$ cat src/rtl/instruction_fetch_queue.sv
// -----------------------------------------------------------------------------
// instruction_fetch_queue
//
// Fetches sequential instruction words from a combinational program memory
// into a small circular queue. The decode stage takes words from the head of
// the queue. A taken branch or jump (redirect) empties the queue and restarts
// fetching at the new address.
//
// Ports
//   clk              sole clock; all state updates on the rising edge
//   reset            asynchronous, active-high reset
//   Fetch_Address_o  byte address presented to program memory (the fetch PC)
//   Instruction_i    program memory word for Fetch_Address_o, same cycle
//   Redirect_i       taken branch/jump: flush the queue and refetch
//   Redirect_PC_i    new fetch address when Redirect_i=1 (forced word aligned)
//   Dequeue_Ready_i  decode stage accepts the head entry this cycle
//   Valid_o          head entry is valid (queue not empty)
//   Instruction_o    head instruction, or NOP when empty
//   PC_o             address of the head instruction, or 0 when empty
//   PC_plus_4_o      PC_o + 4 (modulo 2^32)
//   Count_o          number of valid entries, 0..QUEUE_DEPTH
//   Full_o, Empty_o  Count_o==QUEUE_DEPTH / Count_o==0
// -----------------------------------------------------------------------------
module instruction_fetch_queue #(
  parameter logic [31:0] RESET_PC    = 32'h0040_0000,
  parameter int          QUEUE_DEPTH = 4,
  parameter int          CNT_W       = $clog2(QUEUE_DEPTH) + 1
) (
  input  logic             clk,
  input  logic             reset,
  output logic [31:0]      Fetch_Address_o,
  input  logic [31:0]      Instruction_i,
  input  logic             Redirect_i,
  input  logic [31:0]      Redirect_PC_i,
  input  logic             Dequeue_Ready_i,
  output logic             Valid_o,
  output logic [31:0]      Instruction_o,
  output logic [31:0]      PC_o,
  output logic [31:0]      PC_plus_4_o,
  output logic [CNT_W-1:0] Count_o,
  output logic             Full_o,
  output logic             Empty_o
);

  localparam int               PTR_W     = $clog2(QUEUE_DEPTH);
  localparam logic [31:0]      NOP       = 32'h0000_0013;
  localparam logic [CNT_W-1:0] DEPTH_CNT = CNT_W'(QUEUE_DEPTH);

  logic [31:0]      fetch_pc;
  logic [PTR_W-1:0] head;
  logic [PTR_W-1:0] tail;
  logic [CNT_W-1:0] count;

  logic [31:0] pc_mem    [QUEUE_DEPTH];
  logic [31:0] instr_mem [QUEUE_DEPTH];

  logic full;
  logic valid;
  logic dequeue;
  logic enqueue;

  assign full  = (count == DEPTH_CNT);
  assign valid = (count != '0);

  // Redirect suppresses both operations. When full, an enqueue is only
  // allowed if the head leaves in the same cycle, so the slot it frees is
  // reused immediately.
  assign dequeue = valid & Dequeue_Ready_i & ~Redirect_i;
  assign enqueue = ~Redirect_i & (~full | dequeue);

  // Control state: fetch PC, pointers and occupancy.
  // NOTE: sequential state uses non-blocking assignments so every register
  // samples the pre-edge values of the others, regardless of statement order.
  always_ff @(posedge clk or posedge reset) begin
    if (reset) begin
      fetch_pc <= RESET_PC;
      head     <= '0;
      tail     <= '0;
      count    <= '0;
    end else if (Redirect_i) begin
      // Low address bits are dropped so fetching stays word aligned.
      fetch_pc <= Redirect_PC_i & ~32'h3;
      head     <= '0;
      tail     <= '0;
      count    <= '0;
    end else begin
      if (enqueue) begin
        // Power-of-two depth: pointer wrap is the natural overflow.
        tail     <= tail + PTR_W'(1);
        fetch_pc <= fetch_pc + 32'd4;
      end
      if (dequeue) begin
        head <= head + PTR_W'(1);
      end
      case ({enqueue, dequeue})
        2'b10:   count <= count + CNT_W'(1);
        2'b01:   count <= count - CNT_W'(1);
        default: count <= count;
      endcase
    end
  end

  // Entry storage.
  // NOTE: the storage array has no reset; an entry is only ever observed
  // after being written, because count/pointers gate every read.
  always_ff @(posedge clk) begin
    if (enqueue) begin
      pc_mem[tail]    <= fetch_pc;
      instr_mem[tail] <= Instruction_i;
    end
  end

  assign Fetch_Address_o = fetch_pc;
  assign Valid_o         = valid;
  assign Count_o         = count;
  assign Full_o          = full;
  assign Empty_o         = ~valid;

  // Head is read straight from storage; empty queue presents a NOP at 0.
  assign Instruction_o = valid ? instr_mem[head] : NOP;
  assign PC_o          = valid ? pc_mem[head]    : 32'h0;
  assign PC_plus_4_o   = PC_o + 32'd4;

endmodule

$ cat config.mk
export PLATFORM = sky130hd
export DESIGN_NAME = instruction_fetch_queue
export DESIGN_NICKNAME = d
export VERILOG_FILES = /design/src/rtl/instruction_fetch_queue.sv
export SDC_FILE = /design/constraint.sdc
export NUM_CORES = 1
export LEC_CHECK = 0
export ABC_CLOCK_PERIOD_IN_PS = 4800
export BUFFER_PORTS_ARGS = -buffer_cell sky130_fd_sc_hd__buf_2
export CORE_MARGIN = 2
export CORE_UTILIZATION = 45
export DETAILED_ROUTE_END_ITERATION = 7
export PLACE_DENSITY = 0.66
export SYNTH_ARGS = -nofsm -noshare
export SYNTH_HDL_FRONTEND = slang
export SYNTH_SLANG_ARGS = --single-unit
export TNS_END_PERCENT = 1
$ cat constraint.sdc
create_clock -name clk -period 4.8 [get_ports clk]
set_clock_uncertainty 0.15 [all_clocks]
set_input_delay 0.72 -clock clk [delete_from_list [all_inputs] [get_ports clk]]
set_output_delay 0.72 -clock clk [all_outputs]
set_load 0.05 [all_outputs]
==> results.sh <==
export IMPL_status="finished, final reports clean"
export IMPL_yosys_warnings=0
export IMPL_grt_overflow_total=0
export IMPL_num_fill_cells=2227
export IMPL_drc_errors=0
export IMPL_synth_area_sq_um=12400
export IMPL_p_seq_share_pct=34.5
export IMPL_track_usage_pct=18.9
export IMPL_cts_max_path_buffers=3
export IMPL_grt_pass1_vias=7291
export IMPL_muxShareOfSynthArea_pct=12.5
export IMPL_cts_tree="built"
export IMPL_synth_top_area_share_pct=60.1
export IMPL_cp_data_required_time_ns=3.93
export IMPL_cp_end_kind="primary output"
export IMPL_cts_htree_levels=1
export IMPL_ir_worst_vdd_mv=0.357
export IMPL_p_total_w=0.00949
export IMPL_area_delta_synth_final_pct=18.3
export IMPL_yosysMostFrequentCell="edfxtp_1"
export IMPL_initialDrtViolationCount=385
export IMPL_fin_nets=1049
export IMPL_fmax_mhz=216
export IMPL_vias_per_cell=5.40
export IMPL_clock_latency_ns=0.53
export IMPL_synth_fa_ha_area_share_pct=0.767
export IMPL_path_cells="mux4_1 > and2_1 > ha_1 > and4_1 > and3b_1 > nand4_2 > or4_1 > a21oi_4 > buf_2"
export IMPL_synth_simple_area_share_pct=10.2
export IMPL_die_height_um=170
export IMPL_grt_max_degree=66
export IMPL_p_sw_w=0.00404
export IMPL_slowest_stage="dfrtp_4"
export IMPL_synthTopCellsByArea="edfxtp_1 (60%), mux4_2 (8.4%), dfrtp_1 (7.3%), mux4_1 (4.0%), and2_1 (2.7%)"
export IMPL_synth_top_family_by_area="multiplexers"
export IMPL_dieArea_sq_um=28900
export IMPL_layout_setup_ws_ns=0.162
export IMPL_drive_gt1_share_pct=32.5
export IMPL_fp_row_count=60
export IMPL_ys_ff_latch=285
export IMPL_p_sw_share_pct=42.6
export IMPL_start_util_pct=45.9
export IMPL_synth_distinct_cells=48
export IMPL_internal_power_w=0.00545
export IMPL_leakagePower_nw=5.39
export IMPL_io_buffers=193
export IMPL_maxSlewViolCount=0
export IMPL_worstSetupPathType="flip-flop to primary output"
export IMPL_synth_edf_count=248
export IMPL_syn_inst=776
export IMPL_num_vias=7207
export IMPL_async_reset_ff_share_pct=13.0
export IMPL_fin_crit_ns=4.64
export IMPL_slew_headroom_pct=30.5
export IMPL_synth_xor_area_share_pct=3.88
export IMPL_grt_pass1_wl_um=41700
export IMPL_wl_per_cell_um=20.3
export IMPL_clk_pin_slew_ns=0.06
export IMPL_gp_congestion=0.789
export IMPL_syn_avg_cell_area_sq_um=16.0
export IMPL_synth_ff_type="edfxtp_1"
export IMPL_post_cts_setup_buffer_count=0
export IMPL_drv_cap=0
export IMPL_ios=202
export IMPL_min_path_type="input pin to async pin"
export IMPL_worst_pin_slew_ns=1.04
export IMPL_synth_compound_area_share_pct=2.52
export IMPL_synth_area_leader_cell="edfxtp_1"
export IMPL_cp_start_kind="flip-flop"
export IMPL_firstDrtPassIters=4
export IMPL_cp_arrival_ns=3.77
export IMPL_tns_ns=0
export IMPL_ant_nets=0
export IMPL_cts_root_buffer="clkbuf_16"
export IMPL_wl_um=27100
export IMPL_antenna_cells=0
export IMPL_dp_slack_ns=0.659
export IMPL_die_w_um=170
export IMPL_cts_sinks=285
export IMPL_synth_commonest_cells="edfxtp_1 (248), nand2_1 (71), and2_1 (53)"
export IMPL_rsz0062_at_grt="no"
export IMPL_dpl_hpwl_um=17300
export IMPL_final_setup_viol_count=0
export IMPL_ys_seq_area_share_pct=67.5
export IMPL_slowest_delay_ns=0.62
export IMPL_powerDensity_nw_per_um2=647
export IMPL_design_core_area_sq_um=27000
export IMPL_antenna_found_initial=0
export IMPL_period_share_pct=96.6
export IMPL_hold_viol_final=0
export IMPL_cts_buffers=29
export IMPL_cp_max_fo=20
export IMPL_combPwrFrac_pct=42.6
export IMPL_p_clk_share_pct=22.9
## final cells by class
class | count | area, sq um | share of cell area [%]
Clock buffer | 34 | 764 | 5.21
Clock inverter | 16 | 156 | 1.07
Inverter | 21 | 82.6 | 0.563
Multi-Input combinational cell | 433 | 3790 | 25.9
Sequential cell | 285 | 8390 | 57.2
Tap cell | 341 | 427 | 2.91
Timing Repair Buffer | 204 | 1050 | 7.18
## state kept, by name, indices dropped and copies added (netlist names)
signal / count
head: 2
tail: 2
Fetch_Address_o: 30
instr_mem: 128
pc_mem: 120
Count_o: 3
## routing by layer
metal | up-vias | global-route usage, % | share of wire (%)
met5 | - | 0 | 0
li1 | 3332 | - | -
met1 | 3631 | 25.7 | 43
met2 | 198 | 31.8 | 49
met4 | 0 | 5.87 | 2.6
met3 | 46 | 2.58 | 4.9
## final timing paths
check / startpoint / to / slack, ns / cells past startpoint
max: head[0] / PC_plus_4_o[30] / 0.16 / 9
min: reset / Fetch_Address_o[9] / 0.15 / 3
min reg2reg: Fetch_Address_o[31] / pc_mem[3][31] / 0.44 / 0
max reg2reg: Count_o[1] / Fetch_Address_o[29] / 2.05 / 6
min in group clk: Redirect_PC_i[2] / Fetch_Address_o[2] / 0.24 / 3
max in group asynchronous: reset / head[0] / 3.94 / 3
## power by group through the flow
| stage | registers (W) | logic (W) | clock network, W |
|---|---|---|---|
| 2_1_floorplan | 0.00337 | 0.00308 | 0 |
| 3_3_place_gp | 0.00331 | 0.00408 | 0 |
| 3_5_place_dp | 0.00333 | 0.00409 | 0 |
| 6_report | 0.00327 | 0.00405 | 0.00217 |
| 4_1_cts | 0.00328 | 0.00410 | 0.00222 |
| 5_1_grt | 0.00331 | 0.00428 | 0.00231 |
## metrics by stage
step	cell area (sq um)	hold WS (ns)	cells	util [%]
floorplan	12500	0.412	782	-
global placement	13700	0.422	1284	50.8
detailed placement	13700	0.436	1284	50.8
CTS	14700	0.157	1334	54.3
global route	14700	0.191	1334	54.3
finish	14700	0.152	1334	54.3
## cells by family after synthesis
group,after synthesis
other,1
flip-flops,285
buffers and inverters,64
AO/OA/AOI/OAI,55
multiplexers,67
XOR/XNOR,55
AND/OR/NAND/NOR,242
adder cells (fa/ha/maj),7
## timing repair
| item | CTS | global route |
|---|---|---|
| endpoints found under the setup margin | 0 | 2 |
| hold buffers | 0 | 0 |
| resized for setup | 0 | 2 |
## worst max-delay path: cells and delay by family, from the launching register on
family                   cells  cell delay [ns]
AO/OA/AOI/OAI                1             0.16
multiplexers                 1             0.47
adder cells (fa/ha/maj)      1             0.21
flip-flops                   1             0.62
buffers and inverters        1             0.28
AND/OR/NAND/NOR              5             1.49
## cells in the final DEF (no fill, tap or decap), types with 29 or more instances in the layout
master       n
mux4_2      47
buf_2      193
nor2_1      36
clkbuf_16   29
o21ai_0     35
dfrtp_1     31
xnor2_1     29
nand2_1     70
and2_1      53
edfxtp_1   248
(Power assumes the default switching activity.)
